`src/rtl/note_tone_gen.sv`:
```
// Phase-accumulator tone generator with an attack/sustain/release envelope.
// Optional TONE_TRIANGLE_EN selects a triangle waveform instead of a square.
module note_tone_gen #(
  parameter int ACC_W    = 32,
  parameter int ATK_STEP = 4,
  parameter int REL_STEP = 1
) (
  input  logic             clk,
  input  logic             reset,
  input  logic [ACC_W-1:0] freq,
  input  logic             gate,
  input  logic             sample_req,
  output logic [15:0]      sample,
  output logic             sample_valid,
  output logic             active,
  output logic [7:0]       env_level
);

  typedef enum logic [1:0] {
    IDLE,
    ATTACK,
    SUSTAIN,
    RELEASE
  } state_t;

  state_t           state;
  state_t           state_nxt;
  logic [ACC_W-1:0] acc;
  logic [ACC_W-1:0] acc_nxt;
  logic [7:0]       env;
  logic [7:0]       env_nxt;
  logic [8:0]       env_up;
  logic [7:0]       env_dn;
  logic             note_on;
  logic [15:0]      wave;

  assign note_on = gate && (freq != '0);
  assign env_up  = {1'b0, env} + 9'(ATK_STEP);
  assign env_dn  = (env > 8'(REL_STEP)) ? env - 8'(REL_STEP) : 8'd0;

  always_comb begin
    env_nxt = env;
    if (state == IDLE) begin
      env_nxt = 8'd0;
    end else if (sample_req) begin
      if (state == ATTACK) begin
        env_nxt = (env_up > 9'd255) ? 8'hff : env_up[7:0];
      end else if (state == RELEASE) begin
        env_nxt = env_dn;
      end
    end
  end

  always_comb begin
    state_nxt = state;
    unique case (state)
      IDLE: begin
        if (note_on) state_nxt = ATTACK;
      end
      ATTACK: begin
        if (!note_on) state_nxt = RELEASE;
        else if (env_nxt == 8'hff) state_nxt = SUSTAIN;
      end
      SUSTAIN: begin
        if (!note_on) state_nxt = RELEASE;
      end
      RELEASE: begin
        if (note_on) state_nxt = ATTACK;
        else if (env_nxt == 8'd0) state_nxt = IDLE;
      end
    endcase
  end

  always_comb begin
    acc_nxt = acc;
    if (state != IDLE && sample_req) acc_nxt = acc + freq;
    if (state == RELEASE && state_nxt == IDLE) acc_nxt = '0;
  end

  // Sample is built from the post-update phase and envelope.
`ifdef TONE_TRIANGLE_EN
  logic [7:0]        tri_u;
  logic signed [8:0] tri_s;

  always_comb begin
    tri_u = acc_nxt[ACC_W-1] ? ~acc_nxt[ACC_W-2 -: 8]
                             : acc_nxt[ACC_W-2 -: 8];
    tri_s = $signed({1'b0, tri_u}) - 9'sd128;
    wave  = 16'(tri_s) * {8'd0, env_nxt};
  end
`else
  logic [15:0] mag;

  always_comb begin
    mag  = {1'b0, env_nxt, 7'd0};
    wave = acc_nxt[ACC_W-1] ? -mag : mag;
  end
`endif

  always_ff @(posedge clk or negedge reset) begin
    if (!reset) begin
      state  <= IDLE;
      active <= 1'b0;
    end else begin
      state  <= state_nxt;
      active <= (state_nxt != IDLE);
    end
  end

  always_ff @(posedge clk or negedge reset) begin
    if (!reset) begin
      acc          <= '0;
      env          <= 8'd0;
      sample       <= 16'd0;
      sample_valid <= 1'b0;
    end else begin
      acc          <= acc_nxt;
      env          <= env_nxt;
      sample_valid <= sample_req;
      if (sample_req) sample <= wave;
    end
  end

  assign env_level = env;

endmodule

```
`config.mk`:
```
export PLATFORM = sky130hd
export DESIGN_NAME = note_tone_gen
export DESIGN_NICKNAME = d
export VERILOG_FILES = /design/src/rtl/note_tone_gen.sv
export SDC_FILE = /design/constraint.sdc
export NUM_CORES = 1
export LEC_CHECK = 0
export BUFFER_PORTS_ARGS = -buffer_cell sky130_fd_sc_hd__buf_2
export CAP_MARGIN = 20
export CORE_ASPECT_RATIO = 0.75
export CORE_UTILIZATION = 25
export DETAILED_ROUTE_END_ITERATION = 16
export HOLD_SLACK_MARGIN = 0.15
export SYNTH_ARGS = -nofsm -noshare
export SYNTH_HDL_FRONTEND = slang
export SYNTH_SLANG_ARGS = --single-unit
```
`constraint.sdc`:
```
create_clock -name clk -period 4.21 [get_ports clk]
set_input_delay 0.842 -clock clk [delete_from_list [all_inputs] [get_ports clk]]
set_output_delay 0.842 -clock clk [all_outputs]
set_load 0.1 [all_outputs]
```
* Yosys cells after proc, flatten, opt, wreduce, memory -nomap -nowiden
Cells that the tools add are included.
** Operators by class
- Add/sub/neg operators :: 4
- Magnitude comparators :: 2
- Equal/unequal tests :: 4
- Multiplexer cells :: 16
- Reductions and logical operators :: 10
** Operators with widths (number)
- $mux 32 :: 2
- $mux 8 :: 6
- $add 32x32->32 :: 1
- $reduce_bool 32->1 :: 1
- $mux 16 :: 1
- $neg 15->16 :: 1
- $mux 2 :: 6
- $add 8x3->9 const B :: 1
- $gt 9x8->1 const B :: 1
- $eq 8x8->1 const B :: 1
- $gt 8x1->1 const B :: 1
- $logic_not 8->1 :: 1
- $pmux 2 s4 :: 1
- $sub 8x1->8 const B :: 1
- $reduce_bool 2->1 :: 3
- $eq 2x2->1 const B :: 2
- $logic_not 2->1 :: 2
- $logic_and 1x1->1 :: 3
- $eq 2x1->1 const B :: 1
** Word-level totals
- Register bits :: 60
- Input bits :: 36
- Output and inout bits :: 26
- Logic and storage cells :: 43

* Depth between registers and ports, before layout
Gate-level depths: netlist (run 1).
- Depth in word-level cells :: 14
- Mapped depth :: 15
- Mapped depth without buffers :: 15

* Worst setup path before layout (run 1)
No wires, ideal clock.
- Path type :: reg2reg
- Start point :: register env[2] (netlist: env_level[2])
- End point :: register sample[10]
- Library setup time :: 0.082 ns
- Data arrival time :: 4.189 ns
- Slack :: -0.060 ns
- Cell stages (with the launch flop) :: 15
- Cells stage by stage :: dfrtp_1 > inv_1 > ha_1 > nand4b_4 > a2111oi_4 > a211o_1 > nand3_1 > a221oi_1 > inv_1 > ha_1 > and4b_4 > and4b_4 > buf_6 > or4_1 > a31oi_1
** On the way
- Longest elaborated chain between the ends :: 14
** Ends and longest elaborated chain
- from (decl) :: RTL line 30 : logic [7:0] env;
- from (signal assigned) :: RTL line 118 : env <= env_nxt;
- $add 8x3->9 / $gt 8x1->1 (equally long branches) :: RTL line 38, 39
- $gt 9x8->1 / $mux 8 (equally long branches) :: RTL line 47, 39
- $mux 8, on equally long branches :: RTL line 47, 48
- $mux 8 * :: RTL line 46 : if (state == ATTACK) begin
- $mux 8 * :: RTL line 45 : end else if (sample_req) begin
- $mux 8 * :: RTL line 43 : if (state == IDLE) begin
- net env_nxt[1] :: RTL line 31 : logic [7:0] env_nxt;
- $eq 8x8->1 / $logic_not 8->1 (equally long branches) :: RTL line 62, 69
- $mux 2, on equally long branches :: RTL line 62, 69
- $mux 2, on equally long branches :: RTL line 61, 68
- $pmux 2 s4 :: RTL line 56 : unique case (state)
- $logic_not 2->1 :: RTL line 77 : if (state == RELEASE && state_nxt == IDLE) acc_nxt = '0;
- $logic_and 1x1->1 :: RTL line 77
- $mux 32 :: RTL line 77
- $mux 16 * :: RTL line 96 : wave = acc_nxt[ACC_W-1] ? -mag : mag;
- to (signal assigned) :: RTL line 120 : if (sample_req) sample <= wave;
- to (decl) :: RTL line 13 : output logic [15:0] sample,
The timed path passes the listed nets; every way through them passes the cells marked *.
A chain may end at the register's enable or synchronous reset.

* Worst setup path after layout (run 1)
- Start point :: input freq[1]
- End point :: register sample[10]
** On the way
- Longest elaborated chain between the ends :: 8
** Ends and longest elaborated chain
- from (decl) :: RTL line 10 : input logic [ACC_W-1:0] freq,
- parallel branches: the longest is 6 deep, another holds $add 32x32->32
- $mux 32 * :: RTL line 77
- $mux 16 * :: RTL line 96
Every way passes the cells marked *. The select of a mux whose other input is x is not followed.

==> impl_metrics.ini, run 1 <==
[pwr]
p_per_area_nw_per_um2 = 880
ir_worst_vdd_mv = 0.443
p_leak_nw = 2.32
totalPowerFinal_w = 0.00451

[critical_path]
r2r-start = env_level[3]
cp_slowest_cell = or4_1
worst-path-max-fanout = 10
crit_buf_inv = 1
criticalPathCategory = input pin to flop
worstPathCellList = buf_2 > ha_1 > a211oi_1 > o21ai_2 > nor2_1 > o31ai_4 > a32oi_2 > o21ai_1 > a31oi_1 > mux2i_1 > xnor2_1 > or4_1 > a31oi_1
cp.arrival_ps = 4030
crit_top_cell = a31oi_1
cp_top_family = compound AO/OA/AOI/OAI gates
critPathMaxStageDelay_ps = 520
setup.worst_path.start = freq[1]
cp-end-kind = flop
start_kind = input pin
required_ps = 4430

[final_layout]
drive_gt1_frac = 0.163
n_antenna_cell = 0
fin_cells = 824
seq_area_um2 = 1330
fillers = 1877
multi_input_area_um2 = 2920
fin_area_um2 = 5120
final_nets = 663
area_growth_pct = 15.0

[sta]
rsz0062_at_grt = false
setup_violations = 0
layout_min_cycle_time_ps = 3810
tightestPinTransition_ps = 697
fin_crit_sh = 0.905
slew_headroom = 0.532
fin_skew_ps = 12.0
drv_slew = 0
clock.fmax_mhz = 263
finalHoldViolations = 0

[clocking]
path_clk_slew_ps = 80
clock_latency_ps = 310
cts_setup_buffers = 0
clk_path_buf_depth = 2
clockRootBuffer = clkbuf_16
cts_made_buffers = 5
cts_sinks = 53
holdBufCountCts = 0
cts_resized = 0
cts_tree = done
cts_max_level = 2

[logic_synthesis]
synthSimpleGateAreaFrac = 0.219
synth_area_leaders = dfrtp_1 30%, ha_1 11%, a21oi_1 6.9%
synth_top_area_share = 0.298
synth_top_area_cell = dfrtp_1
yosysWarnings = 0
synthAdderAreaFrac = 0.114
synth_xor_area_frac = 0.0570
async_reset_ff_frac = 1.00
post_synth.cell_area_avg_um2 = 8.22
synthCells = 542
synth_seq_cells = 53
synth_cell_types = 66
synth_mux_area_frac = 0.0115
yosysSeqAreaShare = 0.298
synth_edf_count = 0
synth-main-ff-cell = dfrtp_1
synth-compound-area-share = 0.245
synth_top_family_by_area = compound AO/OA/AOI/OAI gates
netlist_area_um2 = 4460

[detailed_routing]
ant_nets = 0
drt_iter0_markers = 354
wire_per_inst_um = 14.3
routed_wl_um = 11800
vias_per_cell = 4.88
drt_pre_antenna_iters = 5
num_vias = 4017
drc = 0

[floorplanning]
initial_core_util = 0.260
die_height_um = 118
dieArea_um2 = 18400
coreArea_um2 = 17100
rows = 41
dieWidth_um = 156
ios = 62

[placed_design]
portBuffers = 54
dp_cells = 816
gp_congestion = 0.849
dpl_cell_area_um2 = 4960
dp_hpwl_um = 8980

[grt]
antenna_found_initial = 1
grt_max_degree = 42
grt.busiest_layer = met1
grtUsageMet1 = 0.212
grt_pass1_wl_um = 19500
gr-usage-met2 = 0.180
grt_overflow = 0
grt_pass1_vias = 3721
met3_usage = 0.0287
grt.total_usage = 0.133

[flow_run]
drv_cap = 0

[status]
status = completed

[worst_hold_path]
hp-start = acc[3]
hold_path.class = flop to flop
==> cell families (layout without fill, tap and decap cells) <==
kind of cell               Yosys count  after routing
DFF                                 53             53
muxes                                5              5
and+or+nand+nor                    198            198
AOI/OAI and AO/OA                  164            164
other                                1              7
buffers and inverters               52             92
xor gates and xnor gates            29             29
adders and majority gates           40             40
==> tightest hold or removal path, stage by stage, from the launching register on <==
cell and delay [ps]:
dfrtp_1 350, a21oi_1 60, nor2_1 80
==> layer usage <==
| layer | up-vias | routed length (um) |
|---|---|---|
| met1 | 1875 | 6430 |
| met5 | - | 10 |
| met4 | 2 | 61 |
| met3 | 7 | 683 |
| met2 | 97 | 4570 |
| li1 | 2036 | - |
==> power breakdown <==
| group | leakage (nW) | switching (W) | internal [W] |
|---|---|---|---|
| clock | 0.0763 | 0.000219 | 0.000229 |
| combinational | 1.62 | 0.00195 | 0.00108 |
| sequential | 0.621 | 0.000267 | 0.000759 |
| total | 2.32 | 0.00244 | 0.00207 |
==> cell usage after synthesis (5+ instances only) <==
master and instances:
nand2_1 62, a21oi_1 61, dfrtp_1 53, nor2_1 51
ha_1 39, o21ai_0 23, inv_1 19, nand3_1 19
xnor2_1 19, clkbuf_1 18, a21o_1 14, a31oi_1 10
and3_1 10, buf_4 10, nor4_1 10, xor2_1 10
a211oi_1 7, nor3_1 7, and2_1 6, nor2b_1 5
o211ai_1 5, o21a_1 5, or3_1 5
==> sequential cells by signal, indices dropped and copies added, names as in the netlist <==
signal        flops
acc              32
sample            9
env_level         8
state             2
active            1
sample_valid      1
==> final cells by class <==
class / instances / share of cell area
Clock buffer: 5 / 0.0244
Clock inverter: 3 / 0.00562
Inverter: 19 / 0.0139
Multi-Input combinational cell: 443 / 0.570
Sequential cell: 53 / 0.259
Tap cell: 236 / 0.0576
Timing Repair Buffer: 65 / 0.0689
==> stage by stage <==
step                setup slack, ps  setup TNS [ps]   util  hold slack [ps]
floorplan                      13.0               0      -              484
global placement                128               0  0.290              499
detailed placement            -47.8            -104  0.290              515
CTS                             285               0  0.299              532
global route                   64.6               0  0.299              545
finish                          401               0  0.299              525
==> path summary, 6_finish.rpt <==
path                                      to  slack, ps  cells after the start
worst max-delay path              sample[10]        400                     13
worst min-delay path                  acc[3]        520                      2
worst max register to register     sample[8]        630                     16
worst min register to register        acc[3]        520                      2
max in group asynchronous       env_level[2]       2800                      2
min in group asynchronous            acc[16]        580                      1
==> cells in the final DEF (no fill, tap or decap), drive strengths merged, types with 4 or more instances in the layout <==
cell type	instances
a211oi	8
a21o	14
a21oi	61
a31oi	10
and2	6
and3	10
buf	65
clkbuf	5
conb	7
dfrtp	53
ha	39
inv	21
mux2i	4
nand2	64
nand3	19
nand4	4
nor2	51
nor2b	5
nor3	7
nor4	10
o211ai	5
o21a	5
o21ai	27
o21bai	4
o22ai	4
o31ai	4
or3	5
xnor2	19
xor2	10
(Power assumes the default switching activity.)
==> run 2: changes to the inputs <==
--- a/config.mk
+++ b/config.mk
@@ -11,6 +11,7 @@
 export CORE_UTILIZATION = 25
 export DETAILED_ROUTE_END_ITERATION = 16
 export HOLD_SLACK_MARGIN = 0.15
+export RECOVER_POWER = 25
 export SYNTH_ARGS = -nofsm -noshare
 export SYNTH_HDL_FRONTEND = slang
 export SYNTH_SLANG_ARGS = --single-unit
==> run 2 against run 1 <==
  * The flow now finishes with violations (max-capacitance violations, max-slew violations)
  * Global-route usage is the same
  * Critical path depth is the same
  * Routed wire length is essentially flat
  * Non-clock buffer count is the same
  * Sequential cell count is the same
  * Worst hold slack is essentially flat
  * Via count is essentially flat
  * First-iteration DRC count shrank 2.0%
  * Final cell count is the same
  * Core utilization is essentially flat
  * Critical endpoint unchanged
  * Largest power group unchanged
==> impl_metrics.ini, run 2 (same netlist as run 1, synthesis figures left out) <==
[status]
status = finished, violations left
violations = max-capacitance violations, max-slew violations

[pwr]
ir_worst_vdd_mv = 0.443
p_clk_frac = 0.099
intPower_w = 0.00207
p_leak_nw = 2.31
p_per_area_nw_per_um2 = 881
totalPowerFinal_w = 0.00451
swShare = 0.541
pwr-share-comb = 0.673
switching_power_w = 0.00244
pwr-share-seq = 0.228

[final_layout]
area_growth_pct = 14.8
n_antenna_cell = 0
layout_common_cells = 62 x nand2_1, 61 x a21oi_1, 52 x dfrtp_1, 52 x buf_2, 51 x nor2_1
regMostFlops = acc
final_common_cell = nand2_1
largest_register_ffs = 32
fin_area_um2 = 5120
final_nets = 663
drive_gt1_frac = 0.158
fillers = 1879

[detailed_routing]
drc = 0
wire_per_inst_um = 14.3
drt_iter0_markers = 347
routed_wl_um = 11700
ant_nets = 0
num_vias = 4019
drt_pre_antenna_iters = 5
vias_per_cell = 4.88

[grt]
gr-usage-met2 = 0.180
grt_pass1_vias = 3721
grt_pass1_wl_um = 19500
grtUsageMet1 = 0.212
met3_usage = 0.0287
grt_max_degree = 42
grt.busiest_layer = met1
antenna_found_initial = 1
grt_overflow = 0
grt.total_usage = 0.133

[critical_path]
cp_top_family = compound AO/OA/AOI/OAI gates
cp_slowest_cell = or4_1
crit_buf_inv = 1
worst-path-max-fanout = 10
criticalPathCategory = input pin to flop
start_kind = input pin
critPathMaxStageDelay_ps = 520
crit_top_cell = a31oi_1
cp.arrival_ps = 4030
required_ps = 4430
worstPathCellList = buf_2 > ha_1 > a211oi_1 > o21ai_2 > nor2_1 > o31ai_4 > a32oi_2 > o21ai_1 > a31oi_1 > mux2i_1 > xnor2_1 > or4_1 > a31oi_1
cp-end-kind = flop

[floorplanning]
coreArea_um2 = 17100
rows = 41
dieArea_um2 = 18400
ios = 62
die_height_um = 118
initial_core_util = 0.260
dieWidth_um = 156

[placed_design]
pre_cts_slack_ps = -47.8
dpl_cell_area_um2 = 4960
gp_congestion = 0.849
dp_hpwl_um = 8980
portBuffers = 54

[sta]
fin_crit_sh = 0.904
rsz0062_at_grt = false
worst_slack_ps = 402
finalHoldViolations = 0
setup_tns_ps = 0
fin_skew_ps = 11.8
slew_headroom = -0.0951
setup_violations = 0
drv_slew = 29
tightestPinTransition_ps = 1640
layout_min_cycle_time_ps = 3810
fin_hold_ws_ps = 525
clock.fmax_mhz = 263

[clocking]
cts_max_level = 2
path_clk_slew_ps = 80
cts_made_buffers = 5
clockRootBuffer = clkbuf_16
clock_latency_ps = 310
cts_sinks = 53
cts_setup_buffers = 0
clk_path_buf_depth = 2
cts_tree = done

[worst_hold_path]
hold_path.class = flop to flop

[flow_run]
drv_cap = 1
## run 2: timing repair
| action | in CTS | in global routing |
|---|---|---|
| hold buffers | 0 | 0 |
| resized for setup | 0 | 1 |
| setup endpoints to repair | 0 | 3 |
## run 2: worst min-delay path, stage by stage (launching register included)
cell,delay [ps]
dfrtp_1,350
a21oi_1,60
nor2_1,80
## run 2: through the flow
step | instances | utilization
2_1_floorplan | 548 | -
3_5_place_dp | 816 | 0.290
4_1_cts | 824 | 0.299
5_1_grt | 824 | 0.299
3_3_place_gp | 816 | 0.290
6_report | 824 | 0.299
## run 2: layout make-up
class | count | area [um^2] | area share
multi-input combinational | 443 | 2920 | 0.571
clock buffer | 5 | 125 | 0.0245
timing repair buffer | 65 | 347 | 0.0677
clock inverter | 3 | 28.8 | 0.00562
tap | 236 | 295 | 0.0577
inverter | 19 | 71.3 | 0.0139
sequential | 53 | 1330 | 0.259
## run 2: worst paths after layout
check / startpoint / endpoint / slack, ps / cells past startpoint
min reg2reg: acc[3] / acc[3] / 520 / 2
min in group asynchronous: reset / acc[16] / 950 / 1
max in group asynchronous: reset / env_level[2] / 1120 / 2
max: freq[1] / sample[10] / 400 / 13
max reg2reg: env_level[3] / sample[8] / 630 / 16
min: acc[3] / acc[3] / 520 / 2
## run 2: power groups by stage
stage                     Sequential [W]  Clock (W)  Combinational [W]
after floorplan                  0.00151          0            0.00196
after global placement           0.00103          0            0.00300
after detailed placement         0.00103          0            0.00301
after CTS                        0.00103   0.000466            0.00302
after global routing             0.00107   0.000487            0.00335
final                            0.00103   0.000448            0.00303
## run 2: metal layers
layer,vias to the layer above,part of all wire
met4,2,0.0053
met5,-,0.00085
met3,9,0.062
li1,2034,-
met1,1870,0.55
met2,104,0.39
==> run 3: changes to the inputs <==
--- a/config.mk
+++ b/config.mk
@@ -11,7 +11,7 @@
 export CORE_UTILIZATION = 25
 export DETAILED_ROUTE_END_ITERATION = 16
 export HOLD_SLACK_MARGIN = 0.15
-export RECOVER_POWER = 25
+export RECOVER_POWER = 50
 export SYNTH_ARGS = -nofsm -noshare
 export SYNTH_HDL_FRONTEND = slang
 export SYNTH_SLANG_ARGS = --single-unit
==> run 3 against run 2 <==
  * The flow still finishes with violations (max-capacitance violations, max-slew violations)
  * Clock power about the same
  * Sequential share of layout area up 0.051 points
  * Via count shrank 0.50%
  * Critical endpoint unchanged
  * Highest routed layer unchanged
==> impl_metrics.ini, run 3 (same netlist as run 1, synthesis figures left out) <==
[critical_path]
r2r-end = sample[8]
worst-path-max-fanout = 10
criticalPathCategory = input pin to flop
r2r-start = env_level[3]
worstPathCellList = buf_2 > ha_1 > a211oi_1 > o21ai_2 > nor2_1 > o31ai_4 > a32oi_2 > o21ai_1 > a31oi_1 > mux2i_1 > xnor2_1 > or4_1 > a31oi_1
critPathMaxStageDelay_ps = 520
cp.arrival_ps = 4030
start_kind = input pin
cp_slowest_cell = or4_1
crit_top_cell = a31oi_1
cp-end-kind = flop
r2r_cells = 16
required_ps = 4430
r2r_slack_ps = 630

[detailed_routing]
drt_pre_antenna_iters = 4
ant_nets = 0
num_vias = 3999
drt_iter0_markers = 321
vias_per_cell = 4.85
drc = 0
routed_wl_um = 11800
wire_per_inst_um = 14.3

[clocking]
cts_max_level = 2
clockRootBuffer = clkbuf_16
cts_made_buffers = 5
clock_latency_ps = 310
clk_path_buf_depth = 2
cts_sinks = 53
path_clk_slew_ps = 80
cts_tree = done
holdBufCountCts = 0

[flow_run]
drv_cap = 1

[sta]
clock.fmax_mhz = 263
fin_crit_sh = 0.904
layout_min_cycle_time_ps = 3810
finalHoldViolations = 0
setup_violations = 0
drv_slew = 29
tightestPinTransition_ps = 1640
rsz0062_at_grt = false
setup_tns_ps = 0
fin_skew_ps = 12.4
fin_hold_ws_ps = 525
slew_headroom = -0.0964

[worst_hold_path]
hold_path.class = flop to flop
hold_path_depth = 2
min_to = acc[28]
hp-start = acc[28]

[status]
status = finished, violations left
violations = max-capacitance violations, max-slew violations

[final_layout]
fillers = 1884
final_common_cell = nand2_1
n_antenna_cell = 0
largest_register_ffs = 32
area_growth_pct = 14.6
layout_common_cells = 62 x nand2_1, 61 x a21oi_1, 52 x dfrtp_1, 51 x nor2_1, 44 x buf_2
regMostFlops = acc
final_nets = 663
utilization = 0.298
drive_gt1_frac = 0.145

[floorplanning]
initial_core_util = 0.260
coreArea_um2 = 17100
die_height_um = 118
dieWidth_um = 156
rows = 41
dieArea_um2 = 18400
ios = 62

[pwr]
p_leak_nw = 2.29
ir_worst_vdd_mv = 0.440
totalPowerFinal_w = 0.00450
p_per_area_nw_per_um2 = 881

[grt]
antenna_found_initial = 1
grt_pass1_wl_um = 19500
grt.total_usage = 0.133
grt_max_degree = 42
grt_pass1_vias = 3721
grt_overflow = 0

[placed_design]
dp_hpwl_um = 8980
portBuffers = 54
gp_congestion = 0.849
-- run 3: cell types whose count changed in the layout (fill, tap and decap cells not counted) --
cell,delta
buf_2,-8
clkbuf_1,+8
-- run 3: per-layer routing --
| metal | wire length, um | up-vias | global-route usage |
|---|---|---|---|
| met4 | 61 | 2 | 0.0202 |
| met5 | 10 | - | 0 |
| li1 | - | 2033 | - |
| met1 | 6450 | 1858 | 0.212 |
| met2 | 4550 | 99 | 0.180 |
| met3 | 708 | 7 | 0.0287 |
-- run 3: area by class of cell --
type / instances / area [um^2] / share of cell area
Multi-Input combinational cell: 443 / 2920 / 0.572
Sequential cell: 53 / 1330 / 0.260
Timing Repair Buffer: 65 / 337 / 0.0659
Tap cell: 236 / 295 / 0.0578
Clock buffer: 5 / 125 / 0.0245
Inverter: 19 / 71.3 / 0.0140
Clock inverter: 3 / 28.8 / 0.00564
-- run 3: worst max path at each step --
stage                 startpoint         end  slack [ps]  depth (start not counted)
floorplan           env_level[3]  sample[10]          10                         14
global placement         freq[1]  sample[10]         130                         13
detailed placement       freq[1]  sample[12]         -50                         13
CTS                      freq[1]  sample[10]         290                         13
global route             freq[1]  sample[13]          60                         14
finish                   freq[1]  sample[10]         400                         13
-- run 3: power breakdown --
part / internal [W] / switching [W]
logic: 0.00107 / 0.00196
registers: 0.000759 / 0.000267
clock network: 0.000229 / 0.000219
total: 0.00206 / 0.00244
-- run 3: timing repair --
action,CTS,global route
endpoints found under the hold margin,0,0
gates resized for setup,0,1
setup buffers,0,0
setup endpoints to repair,0,3
-- run 3: through the flow --
stage,setup WS [ps],instance area (um^2),instances
finish,404,5110,824
detailed placement,-47.8,4960,816
floorplan,13.0,4480,548
global route,64.6,5110,824
global placement,128,4960,816
CTS,285,5110,824
-- run 3: worst max-delay path, delay by kind of cell --
| family | cells | cell delay [ps] |
|---|---|---|
| buf+inv | 1 | 120 |
| mux | 1 | 330 |
| fa+ha+maj | 1 | 300 |
| compound gates | 7 | 1410 |
| xor+xnor | 1 | 270 |
| simple gates | 2 | 760 |
